<file path="src/rtl/dc1_xbit_ctl_if.sv">
// dc1_xbit_ctl_if: the bus signals around the dc1_xbit protection-bit
// controller.
//
// The requester side carries the flush request and status, plus the two pbit
// write requesters wr0/wr1 with their grants.
//
// The array side carries the two RMW write ports write0/write1 and the
// bulk-insert path write_ins/write_data.
//
// Modports:
//   master - the requesters and the observer of the array-side outputs
//   slave  - the controller
interface dc1_xbit_ctl_if #(
`ifdef DCACHE_256K
    parameter int ADDR_WIDTH = 6
`else
    parameter int ADDR_WIDTH = 5
`endif
);
    localparam int AW = ADDR_WIDTH + 5;

    logic          flush_req;
    logic          flush_busy;
    logic          flush_done;

    logic          wr0_req;
    logic [AW-1:0] wr0_addrE;
    logic [AW-1:0] wr0_addrO;
    logic          wr0_odd;
    logic [1:0]    wr0_pbit;
    logic          wr0_d128;
    logic          wr0_gnt;

    logic          wr1_req;
    logic [AW-1:0] wr1_addrE;
    logic [AW-1:0] wr1_addrO;
    logic          wr1_odd;
    logic [1:0]    wr1_pbit;
    logic          wr1_d128;
    logic          wr1_gnt;

    logic          write0_clkEn;
    logic [AW-1:0] write0_addrE;
    logic [AW-1:0] write0_addrO;
    logic          write0_odd;
    logic [1:0]    write0_pbit;
    logic          write0_d128;

    logic          write1_clkEn;
    logic [AW-1:0] write1_addrE;
    logic [AW-1:0] write1_addrO;
    logic          write1_odd;
    logic [1:0]    write1_pbit;
    logic          write1_d128;

    logic [1:0]    write_ins;
    logic [15:0]   write_data;

    modport master (
        output flush_req,
        output wr0_req, wr0_addrE, wr0_addrO, wr0_odd, wr0_pbit, wr0_d128,
        output wr1_req, wr1_addrE, wr1_addrO, wr1_odd, wr1_pbit, wr1_d128,
        input  flush_busy, flush_done, wr0_gnt, wr1_gnt,
        input  write0_clkEn, write0_addrE, write0_addrO, write0_odd, write0_pbit, write0_d128,
        input  write1_clkEn, write1_addrE, write1_addrO, write1_odd, write1_pbit, write1_d128,
        input  write_ins, write_data
    );

    modport slave (
        input  flush_req,
        input  wr0_req, wr0_addrE, wr0_addrO, wr0_odd, wr0_pbit, wr0_d128,
        input  wr1_req, wr1_addrE, wr1_addrO, wr1_odd, wr1_pbit, wr1_d128,
        output flush_busy, flush_done, wr0_gnt, wr1_gnt,
        output write0_clkEn, write0_addrE, write0_addrO, write0_odd, write0_pbit, write0_d128,
        output write1_clkEn, write1_addrE, write1_addrO, write1_odd, write1_pbit, write1_d128,
        output write_ins, write_data
    );
endinterface

</file>
<file path="src/rtl/dc1_xbit_ctl.sv">
// dc1_xbit_ctl: sequencer and arbiter in front of the L1 data-cache
// protection-bit array.
//
// Write arbitration:
//   - wr0 maps onto array port 0 and wr1 onto port 1.
//   - A request is held off when its key {odd, row} matches a write issued in
//     the previous cycle. The array's one-cycle RMW would otherwise drop the
//     earlier update.
//   - When both requests are eligible and their keys match, a round-robin bit
//     picks the winner.
//
// Flush: flush_req starts IDLE -> DRAIN -> SWEEP -> DONE. SWEEP clears every
// 16-bit half-row through write_ins/write_data.
//
// Ports:
//   clk - clock
//   rst - asynchronous, active-low reset
//   bus - dc1_xbit_ctl_if.slave: requesters, flush control and array ports
module dc1_xbit_ctl #(
`ifdef DCACHE_256K
    parameter int          ADDR_WIDTH = 6,
`else
    parameter int          ADDR_WIDTH = 5,
`endif
    parameter logic [15:0] FLUSH_DATA = 16'h0000
) (
    input  logic                clk,
    input  logic                rst,
    dc1_xbit_ctl_if.slave       bus
);
    localparam int AW = ADDR_WIDTH + 5;
    localparam int KW = ADDR_WIDTH + 1;
    localparam int CW = ADDR_WIDTH + 1;

    typedef enum logic [1:0] {IDLE, DRAIN, SWEEP, DONE} state_t;

    state_t        state, state_nxt;
    logic [CW-1:0] cnt, cnt_nxt;
    logic [AW-1:0] addr0, addr1, sweep_addr;
    logic [KW-1:0] key0, key1;
    logic [KW-1:0] iss0_key_p1, iss1_key_p1;
    logic          iss0_vld_p1, iss1_vld_p1;
    logic          rr;
    logic          open, elig0, elig1, clash, gnt0, gnt1;

    assign addr0 = bus.wr0_odd ? bus.wr0_addrO : bus.wr0_addrE;
    assign addr1 = bus.wr1_odd ? bus.wr1_addrO : bus.wr1_addrE;
    assign key0  = {bus.wr0_odd, addr0[ADDR_WIDTH+3:4]};
    assign key1  = {bus.wr1_odd, addr1[ADDR_WIDTH+3:4]};

    // cnt[0] picks the 16-bit half, the upper bits pick the row
    assign sweep_addr = {cnt[0], cnt[ADDR_WIDTH:1], 4'b0000};

    // Grants are combinational. They are gated by rst so that every output is
    // 0 while reset is held.
    always_comb begin
        open  = rst && (state == IDLE);
        elig0 = open && bus.wr0_req
              && !(iss0_vld_p1 && key0 == iss0_key_p1)
              && !(iss1_vld_p1 && key0 == iss1_key_p1);
        elig1 = open && bus.wr1_req
              && !(iss0_vld_p1 && key1 == iss0_key_p1)
              && !(iss1_vld_p1 && key1 == iss1_key_p1);
        clash = elig0 && elig1 && (key0 == key1);
        gnt0  = elig0 && !(clash && rr);
        gnt1  = elig1 && !(clash && !rr);
    end

    always_comb begin
        state_nxt = state;
        cnt_nxt   = cnt;
        case (state)
            IDLE:  if (bus.flush_req) state_nxt = DRAIN;
            DRAIN: begin
                cnt_nxt   = '0;
                state_nxt = SWEEP;
            end
            SWEEP: begin
                cnt_nxt = cnt + 1'b1;
                if (cnt == {CW{1'b1}}) state_nxt = DONE;
            end
            DONE:  state_nxt = IDLE;
            default: state_nxt = IDLE;
        endcase
    end

    always_comb begin
        bus.wr0_gnt      = gnt0;
        bus.wr1_gnt      = gnt1;
        bus.flush_busy   = rst && (state == DRAIN || state == SWEEP);
        bus.flush_done   = rst && (state == DONE);
        bus.write0_clkEn = gnt0;
        bus.write0_addrE = '0;
        bus.write0_addrO = '0;
        bus.write0_odd   = 1'b0;
        bus.write0_pbit  = 2'b00;
        bus.write0_d128  = 1'b0;
        bus.write1_clkEn = gnt1;
        bus.write1_addrE = '0;
        bus.write1_addrO = '0;
        bus.write1_odd   = 1'b0;
        bus.write1_pbit  = 2'b00;
        bus.write1_d128  = 1'b0;
        bus.write_ins    = 2'b00;
        bus.write_data   = 16'h0000;
        if (gnt0) begin
            bus.write0_addrE = bus.wr0_addrE;
            bus.write0_addrO = bus.wr0_addrO;
            bus.write0_odd   = bus.wr0_odd;
            bus.write0_pbit  = bus.wr0_pbit;
            bus.write0_d128  = bus.wr0_d128;
        end
        if (gnt1) begin
            bus.write1_addrE = bus.wr1_addrE;
            bus.write1_addrO = bus.wr1_addrO;
            bus.write1_odd   = bus.wr1_odd;
            bus.write1_pbit  = bus.wr1_pbit;
            bus.write1_d128  = bus.wr1_d128;
        end
        // The bulk-insert path takes its row/half from write0's address
        // buses, so both banks are cleared with a single address.
        if (rst && state == SWEEP) begin
            bus.write_ins    = 2'b11;
            bus.write_data   = FLUSH_DATA;
            bus.write0_addrE = sweep_addr;
            bus.write0_addrO = sweep_addr;
        end
    end

    // Stage p0 -> p1: record this cycle's issued writes for the next cycle's
    // hazard check. DRAIN and DONE issue nothing, so the valid bits are
    // already clear when the sweep returns to IDLE.
    always_ff @(posedge clk or negedge rst) begin
        if (!rst) begin
            state       <= IDLE;
            cnt         <= '0;
            iss0_vld_p1 <= 1'b0;
            iss1_vld_p1 <= 1'b0;
            rr          <= 1'b0;
        end else begin
            state       <= state_nxt;
            cnt         <= cnt_nxt;
            iss0_vld_p1 <= gnt0;
            iss1_vld_p1 <= gnt1;
            if (clash) rr <= ~rr;
        end
    end

    always_ff @(posedge clk) begin
        if (gnt0) iss0_key_p1 <= key0;
        if (gnt1) iss1_key_p1 <= key1;
    end
endmodule
</file>
<file path="src/flat_wrapper.sv">
// flat-port wrapper written by rule: the top's interface ports become plain ports
module dc1_xbit_ctl_flat 
#(

    parameter int          ADDR_WIDTH = 5,

    parameter logic [15:0] FLUSH_DATA = 16'h0000
)
  (clk, rst, bus_flush_req, bus_wr0_req, bus_wr0_addrE, bus_wr0_addrO, bus_wr0_odd, bus_wr0_pbit, bus_wr0_d128, bus_wr1_req, bus_wr1_addrE, bus_wr1_addrO, bus_wr1_odd, bus_wr1_pbit, bus_wr1_d128, bus_flush_busy, bus_flush_done, bus_wr0_gnt, bus_wr1_gnt, bus_write0_clkEn, bus_write0_addrE, bus_write0_addrO, bus_write0_odd, bus_write0_pbit, bus_write0_d128, bus_write1_clkEn, bus_write1_addrE, bus_write1_addrO, bus_write1_odd, bus_write1_pbit, bus_write1_d128, bus_write_ins, bus_write_data);
  dc1_xbit_ctl_if #(.ADDR_WIDTH(ADDR_WIDTH)) bus_i ();
  input  logic clk;
  input  logic rst;
  input wire logic [$bits(bus_i.flush_req)-1:0] bus_flush_req;
  input wire logic [$bits(bus_i.wr0_req)-1:0] bus_wr0_req;
  input wire logic [$bits(bus_i.wr0_addrE)-1:0] bus_wr0_addrE;
  input wire logic [$bits(bus_i.wr0_addrO)-1:0] bus_wr0_addrO;
  input wire logic [$bits(bus_i.wr0_odd)-1:0] bus_wr0_odd;
  input wire logic [$bits(bus_i.wr0_pbit)-1:0] bus_wr0_pbit;
  input wire logic [$bits(bus_i.wr0_d128)-1:0] bus_wr0_d128;
  input wire logic [$bits(bus_i.wr1_req)-1:0] bus_wr1_req;
  input wire logic [$bits(bus_i.wr1_addrE)-1:0] bus_wr1_addrE;
  input wire logic [$bits(bus_i.wr1_addrO)-1:0] bus_wr1_addrO;
  input wire logic [$bits(bus_i.wr1_odd)-1:0] bus_wr1_odd;
  input wire logic [$bits(bus_i.wr1_pbit)-1:0] bus_wr1_pbit;
  input wire logic [$bits(bus_i.wr1_d128)-1:0] bus_wr1_d128;
  output wire logic [$bits(bus_i.flush_busy)-1:0] bus_flush_busy;
  output wire logic [$bits(bus_i.flush_done)-1:0] bus_flush_done;
  output wire logic [$bits(bus_i.wr0_gnt)-1:0] bus_wr0_gnt;
  output wire logic [$bits(bus_i.wr1_gnt)-1:0] bus_wr1_gnt;
  output wire logic [$bits(bus_i.write0_clkEn)-1:0] bus_write0_clkEn;
  output wire logic [$bits(bus_i.write0_addrE)-1:0] bus_write0_addrE;
  output wire logic [$bits(bus_i.write0_addrO)-1:0] bus_write0_addrO;
  output wire logic [$bits(bus_i.write0_odd)-1:0] bus_write0_odd;
  output wire logic [$bits(bus_i.write0_pbit)-1:0] bus_write0_pbit;
  output wire logic [$bits(bus_i.write0_d128)-1:0] bus_write0_d128;
  output wire logic [$bits(bus_i.write1_clkEn)-1:0] bus_write1_clkEn;
  output wire logic [$bits(bus_i.write1_addrE)-1:0] bus_write1_addrE;
  output wire logic [$bits(bus_i.write1_addrO)-1:0] bus_write1_addrO;
  output wire logic [$bits(bus_i.write1_odd)-1:0] bus_write1_odd;
  output wire logic [$bits(bus_i.write1_pbit)-1:0] bus_write1_pbit;
  output wire logic [$bits(bus_i.write1_d128)-1:0] bus_write1_d128;
  output wire logic [$bits(bus_i.write_ins)-1:0] bus_write_ins;
  output wire logic [$bits(bus_i.write_data)-1:0] bus_write_data;
  assign bus_i.flush_req = bus_flush_req;
  assign bus_i.wr0_req = bus_wr0_req;
  assign bus_i.wr0_addrE = bus_wr0_addrE;
  assign bus_i.wr0_addrO = bus_wr0_addrO;
  assign bus_i.wr0_odd = bus_wr0_odd;
  assign bus_i.wr0_pbit = bus_wr0_pbit;
  assign bus_i.wr0_d128 = bus_wr0_d128;
  assign bus_i.wr1_req = bus_wr1_req;
  assign bus_i.wr1_addrE = bus_wr1_addrE;
  assign bus_i.wr1_addrO = bus_wr1_addrO;
  assign bus_i.wr1_odd = bus_wr1_odd;
  assign bus_i.wr1_pbit = bus_wr1_pbit;
  assign bus_i.wr1_d128 = bus_wr1_d128;
  assign bus_flush_busy = bus_i.flush_busy;
  assign bus_flush_done = bus_i.flush_done;
  assign bus_wr0_gnt = bus_i.wr0_gnt;
  assign bus_wr1_gnt = bus_i.wr1_gnt;
  assign bus_write0_clkEn = bus_i.write0_clkEn;
  assign bus_write0_addrE = bus_i.write0_addrE;
  assign bus_write0_addrO = bus_i.write0_addrO;
  assign bus_write0_odd = bus_i.write0_odd;
  assign bus_write0_pbit = bus_i.write0_pbit;
  assign bus_write0_d128 = bus_i.write0_d128;
  assign bus_write1_clkEn = bus_i.write1_clkEn;
  assign bus_write1_addrE = bus_i.write1_addrE;
  assign bus_write1_addrO = bus_i.write1_addrO;
  assign bus_write1_odd = bus_i.write1_odd;
  assign bus_write1_pbit = bus_i.write1_pbit;
  assign bus_write1_d128 = bus_i.write1_d128;
  assign bus_write_ins = bus_i.write_ins;
  assign bus_write_data = bus_i.write_data;
  dc1_xbit_ctl #(.ADDR_WIDTH(ADDR_WIDTH), .FLUSH_DATA(FLUSH_DATA)) u_core (.clk(clk), .rst(rst), .bus(bus_i));
endmodule
</file>
<file path="config.mk">
export PLATFORM = sky130hd
export DESIGN_NAME = dc1_xbit_ctl_flat
export DESIGN_NICKNAME = d
export VERILOG_FILES = /design/src/rtl/dc1_xbit_ctl_if.sv /design/src/rtl/dc1_xbit_ctl.sv /design/src/flat_wrapper.sv
export SDC_FILE = /design/constraint.sdc
export NUM_CORES = 1
export LEC_CHECK = 0
export CAP_MARGIN = 10
export CORE_MARGIN = 2
export CORE_UTILIZATION = 40
export DETAILED_ROUTE_END_ITERATION = 10
export MAX_ROUTING_LAYER = met4
export PLACE_DENSITY = 0.81
export SYNTH_ARGS = -nofsm -noshare
export SYNTH_HDL_FRONTEND = slang
export SYNTH_SLANG_ARGS = --single-unit
</file>
<file path="constraint.sdc">
create_clock -name clk -period 12.4 [get_ports clk]
set_clock_uncertainty 0.05 [all_clocks]
set_input_delay 3.72 -clock clk [delete_from_list [all_inputs] [get_ports clk]]
set_output_delay 3.72 -clock clk [all_outputs]
set_load 0.1 [all_outputs]
</file>
Yosys cells after proc, flatten, opt, wreduce, memory -nomap -nowiden
Cells that the tools add are included. W data, S select, Z words.

Flip-flop bits (word level): 23. Input bits: 53. Output and inout bits: 72. Word-level logic and storage cells: 70.

Add/subtract/negate cells: 1. Equal/unequal tests: 11. Multiplexer cells: 19. Bitwise logic cells: 1. Reductions and logical operators: 31.

Operator list (count): $mux W10 (6); $eq A6 B6 Y1 (5); $logic_and A1 B1 Y1 (20); $mux W9 (2); $pmux W6 S2 (1); $mux W2 (5); $pmux W2 S4 (1); $logic_not A1 Y1 (7); $add A6 B1 Y6 const B (1); $eq A6 B6 Y1 const B (1); $eq A2 B2 Y1 const B (2); $mux W1 (4); $eq A2 B1 Y1 const B (1); $logic_not A2 Y1 (1); $ne A2 B1 Y1 const B (1); $ne A2 B2 Y1 const B (1); $reduce_and A2 Y1 (1); $reduce_bool A2 Y1 (1); $logic_or A1 B1 Y1 (1); $not A1 Y1 (1).

Longest topological paths before layout
Gate-level depths: netlist (run 1).

Word-level depth: 13. Mapped depth: 9. Depth with buffers taken out: 6.

Least setup slack after synthesis (run 1)
No wires, ideal clock.

Path kind: input to output. Start: input bus_wr1_odd. End: output bus_write0_addrE[7]. Arrival time: 7293 ps. Required time: 8630 ps. Setup slack: 1337 ps. Stages: 7. Path buffers: 2. Cell sequence: buf_6 > mux2i_1 > xnor2_1 > o41ai_2 > nor4b_4 > buf_6 > o31ai_1.

Longest elaborated chain between the ends: 13. Elaborated cells between the ends (all ways): 17. Classes of those cells: eq/ne (3); mux (3); reduce/logical (11).

Ends and longest elaborated chain: from (decl) (RTL line flat_wrapper.sv:23) `input wire logic [$bits(bus_i.wr1_odd)-1:0] bus_wr1_odd;`; $mux W9 (RTL line dc1_xbit_ctl.sv:47) `assign addr1 = bus.wr1_odd ? bus.wr1_addrO : bus.wr1_addrE;`; $eq A6 B6 Y1 (RTL line dc1_xbit_ctl.sv:62) `&& !(iss0_vld_p1 && key1 == iss0_key_p1)`; $logic_and A1 B1 Y1 (RTL line dc1_xbit_ctl.sv:62); $logic_not A1 Y1 (RTL line dc1_xbit_ctl.sv:62); $logic_and A1 B1 Y1 (RTL line dc1_xbit_ctl.sv:62); $logic_and A1 B1 Y1 (RTL line dc1_xbit_ctl.sv:63) `&& !(iss1_vld_p1 && key1 == iss1_key_p1);`; $logic_and A1 B1 Y1 (RTL line dc1_xbit_ctl.sv:64) `clash = elig0 && elig1 && (key0 == key1);`; $logic_and A1 B1 Y1 (*) (RTL line dc1_xbit_ctl.sv:64); $logic_and A1 B1 Y1 (*) (RTL line dc1_xbit_ctl.sv:65) `gnt0 = elig0 && !(clash && rr);`; $logic_not A1 Y1 (*) (RTL line dc1_xbit_ctl.sv:65); $logic_and A1 B1 Y1 (*) (RTL line dc1_xbit_ctl.sv:65); $mux W10 (*) (RTL line dc1_xbit_ctl.sv:106) `if (gnt0) begin`; $mux W10 (*) (RTL line dc1_xbit_ctl.sv:122) `if (rst && state == SWEEP) begin`; to (decl) (RTL line flat_wrapper.sv:31) `output wire logic [$bits(bus_i.write0_addrE)-1:0] bus_write0_addrE;`.

Mark *: on every way between the ends. The rest lies on a longest branch, timed or not.

Final worst setup path (run 1)
Start: input bus_wr0_odd. End: output bus_write0_addrE[3].

Longest elaborated chain between the ends: 13. Elaborated cells between the ends (all ways): 17. Classes of those cells: eq/ne (3); mux (3); reduce/logical (11).

Ends and longest elaborated chain: from (decl) (RTL line flat_wrapper.sv:17) `input wire logic [$bits(bus_i.wr0_odd)-1:0] bus_wr0_odd;`; $mux W9 (RTL line dc1_xbit_ctl.sv:46) `assign addr0 = bus.wr0_odd ? bus.wr0_addrO : bus.wr0_addrE;`; $eq A6 B6 Y1 (RTL line dc1_xbit_ctl.sv:59) `&& !(iss0_vld_p1 && key0 == iss0_key_p1)`; $logic_and A1 B1 Y1 (RTL line dc1_xbit_ctl.sv:59); $logic_not A1 Y1 (RTL line dc1_xbit_ctl.sv:59); $logic_and A1 B1 Y1 (RTL line dc1_xbit_ctl.sv:59); $logic_and A1 B1 Y1 (RTL line dc1_xbit_ctl.sv:60) `&& !(iss1_vld_p1 && key0 == iss1_key_p1);`; $logic_and A1 B1 Y1 (2 in series) (RTL line dc1_xbit_ctl.sv:64); $logic_and A1 B1 Y1 (RTL line dc1_xbit_ctl.sv:65); $logic_not A1 Y1 (RTL line dc1_xbit_ctl.sv:65); $logic_and A1 B1 Y1 (*) (RTL line dc1_xbit_ctl.sv:65); $mux W10 (*) (RTL line dc1_xbit_ctl.sv:106); $mux W10 (*) (RTL line dc1_xbit_ctl.sv:122).

Marks and branches as above.

==> reports/qor.yml, run 1 <==
status:
  status: "finished clean"
worst_setup_path:
  reg2reg_to: "u_core.iss0_key_p1[1]$_DFFE_PP_"
  r2r_cells: 8
  worst_setup_path_end_kind: "output port"
  path_cells: "clkdlybuf4s50_1, mux2i_1, xor2_1, nor4_1, nand2_1, nor4b_4, nor3_1, clkdlybuf4s50_1"
  cp.arrival_ns: 7.62
  crit_type: "primary input to output port"
  crit_start: "bus_wr0_odd"
  r2r_slack_ns: 9.72
  crit_path_end: "bus_write0_addrE[3]"
  slowest_stage: "clkdlybuf4s50_1"
  r2r_start: "u_core.iss0_key_p1[1]$_DFFE_PP_"
  path_max_fanout: 13
  max_stage_delay_ns: 1.00
  worst_path_most_repeated_cell: "clkdlybuf4s50_1"
  worstSetupStartpointType: "primary input"
  worstPathRequired_ns: 8.63
power:
  ir_drop_mv: 0.04772
  p_per_area_nw_per_um2: 63.89
  p_leak_uw: 0.001316
  power.total_uw: 203.9
placed_design:
  place_area_sq_um: 3144
  dp_hpwl_um: 4911
  post-place-ws_ns: 1.077
  place_congestion: 0.9233
  portBuffers: 108
detailed_routing:
  drt_iter0_markers: 177
  vias: 2061
  wire_per_inst_um: 14.80
  remaining_drc_errors: 0
  dr.pass1.iters: 4
  viasPerCell: 4.895
  antenna_left: 0
  wl_um: 6229
synth:
  synthDistinctLibCells: 41
  yosysTopAreaCellShare_pct: 16.01
  synth_area_leaders: "edfxtp_1 16%, dfrtp_1 12%, nor3b_1 9.7%, buf_4 7.3%, xnor2_1 6.6%"
  yosys.area.top_type: "edfxtp_1"
  ys_seq_area_share_pct: 28.24
  synth_ff_type: "edfxtp_1"
  synth-edff-count: 12
  syn-mean-instance-area_sq_um: 8.932
  synthesis.instances: 252
  synth_area_sq_um: 2251
  ys_ff_latch: 23
  synthArstFlopShare_pct: 47.83
  synth_warnings: 0
cells_and_area:
  final_cell_mix: "67 x clkdlybuf4s50_1, 44 x buf_4, 30 x nand2_1, 29 x nor3b_1"
  area_growth_pct: 41.75
  final_area_sq_um: 3191
  fin_nets: 408
  drive_gt1_share_pct: 18.05
  n_antenna_cell: 0
  mostFrequentLayoutCell: "clkdlybuf4s50_1"
sta:
  fin_crit_sh_pct: 91.88
  timing.fmax_ghz: 0.08777
  setup_slack_ns: 1.007
  worst_pin_slew_ns: 0.9775
  drv_slew: 0
  period_needed_ns: 11.39
  tns_ns: 0
  max_slew_margin_pct: 34.63
  holdWs_ns: 0.4732
  setup_violations: 0
  rsz0062_at_grt: "false"
  finalHoldViolCount: 0
global_routing:
  grt_pass1_vias: 1973
  grt_max_degree: 26
  grt_remaining_overflow: 0
  grt_pass1_wl_um: 10110
  grt_usage_pct: 20.43
  antenna_found_initial: 0
floorplanning:
  core_sq_um: 5473
  start_util_pct: 41.13
  ios: 125
  die_w_um: 79.02
  rows: 27
  die_area_sq_um: 6243
  die_y_um: 79.02
min_path:
  hold_class: "flop to flop"
  hold_path.startpoint: "u_core.rr$_DFFE_PN0N_"
cts:
  insertion_delay_ns: 0.27
  cts_tree: "built"
  cts_hold_buf: 0
  cts_root_buffer: "clkbuf_8"
  post_cts_buffers: 0
  numCtsBuffers: 3
  clock_sinks: 23
  path_clk_slew_ns: 0.08
  cts-resized-gates: 0
  htree_levels: 1
  cts_buffer_depth: 2
run:
  drv_cap: 0
-- per-stage QoR --
step	cells	util [%]
global placement	417	57.45
CTS	421	58.30
floorplan	267	-
global route	421	58.30
detailed placement	417	57.45
finish	421	58.30
-- synthesized netlist by cell type (2+ instances only) --
cell type and n:
inv_1 17, nor3b_1 29, o21ai_0 3, nand3_1 6, buf_4 22, nand2_1 30
xor2_1 14, mux2i_1 7, o211ai_1 3, o31ai_1 15, buf_6 6, a21oi_1 5
dfrtp_1 11, mux2i_2 2, o22ai_1 3, and2_1 2, and3_1 3, mux2_2 2
buf_2 2, xnor2_1 17, nor2_1 3, nor4_1 2, ha_1 5, edfxtp_1 12
nor3_1 13, clkbuf_1 3
-- layer usage --
metal  part of all wire (%)  track usage (%)
met5                      0                -
met4                   0.24            2.414
met3                    4.3            3.523
met2                     52            33.31
met1                     44            27.66
-- power breakdown --
| group | leakage [uW] | switching (uW) | internal [uW] |
|---|---|---|---|
| Clock | 0.0000255 | 24.5 | 22.5 |
| Combinational | 0.00105 | 50.2 | 26.1 |
| Sequential | 0.000242 | 0 | 80.6 |
| Total | 0.00132 | 74.7 | 129 |
-- kinds of logic after synthesis --
| group | share of synthesized area, % |
|---|---|
| and+or+nand+nor | 25.40 |
| muxes | 6.337 |
| buffers and inverters | 14.12 |
| DFF | 28.24 |
| xor gates and xnor gates | 12.06 |
| AOI/OAI and AO/OA | 10.89 |
| adders and majority gates | 2.779 |
| other | 0.1666 |
-- state kept, by name, summed over array words and instances (netlist names) --
name	flops
u_core.cnt	6
u_core.iss0_key_p1	6
u_core.iss1_key_p1	6
u_core.state	2
u_core.iss0_vld_p1	1
u_core.iss1_vld_p1	1
u_core.rr	1
-- how the worst min path moves through the flow --
stage	end	depth (start not counted)
final	u_core.rr$_DFFE_PN0N_	1
after global routing	u_core.rr$_DFFE_PN0N_	1
after global placement	u_core.rr$_DFFE_PN0N_	1
after detailed placement	u_core.rr$_DFFE_PN0N_	1
after floorplan	u_core.rr$_DFFE_PN0N_	1
after CTS	u_core.rr$_DFFE_PN0N_	1
-- final cells by class --
class / instances / area, sq um
Tap cell: 72 / 90.09
Clock buffer: 3 / 41.29
Timing Repair Buffer: 111 / 1001
Sequential cell: 23 / 635.6
Multi-Input combinational cell: 194 / 1354
Fill cell: 488 / 2282
Inverter: 17 / 63.81
Clock inverter: 1 / 5.005
-- worst max-delay path: cells and delay by family --
| family | cells | cell delay, ns |
|---|---|---|
| buf+inv | 2 | 1.88 |
| mux | 1 | 0.58 |
| simple gates | 4 | 1.29 |
| xor+xnor | 1 | 0.14 |
No activity file was read; power rests on OpenSTA's default activity.
==> inputs of run 2 (changes only) <==
--- a/config.mk
+++ b/config.mk
@@ -11,6 +11,7 @@
 export DETAILED_ROUTE_END_ITERATION = 10
 export MAX_ROUTING_LAYER = met4
 export PLACE_DENSITY = 0.81
+export SKIP_CTS_REPAIR_TIMING = 1
 export SYNTH_ARGS = -nofsm -noshare
 export SYNTH_HDL_FRONTEND = slang
 export SYNTH_SLANG_ARGS = --single-unit
==> results of run 2 <==
Same layout as run 1: the final DEF is identical, and so are final timing and power.
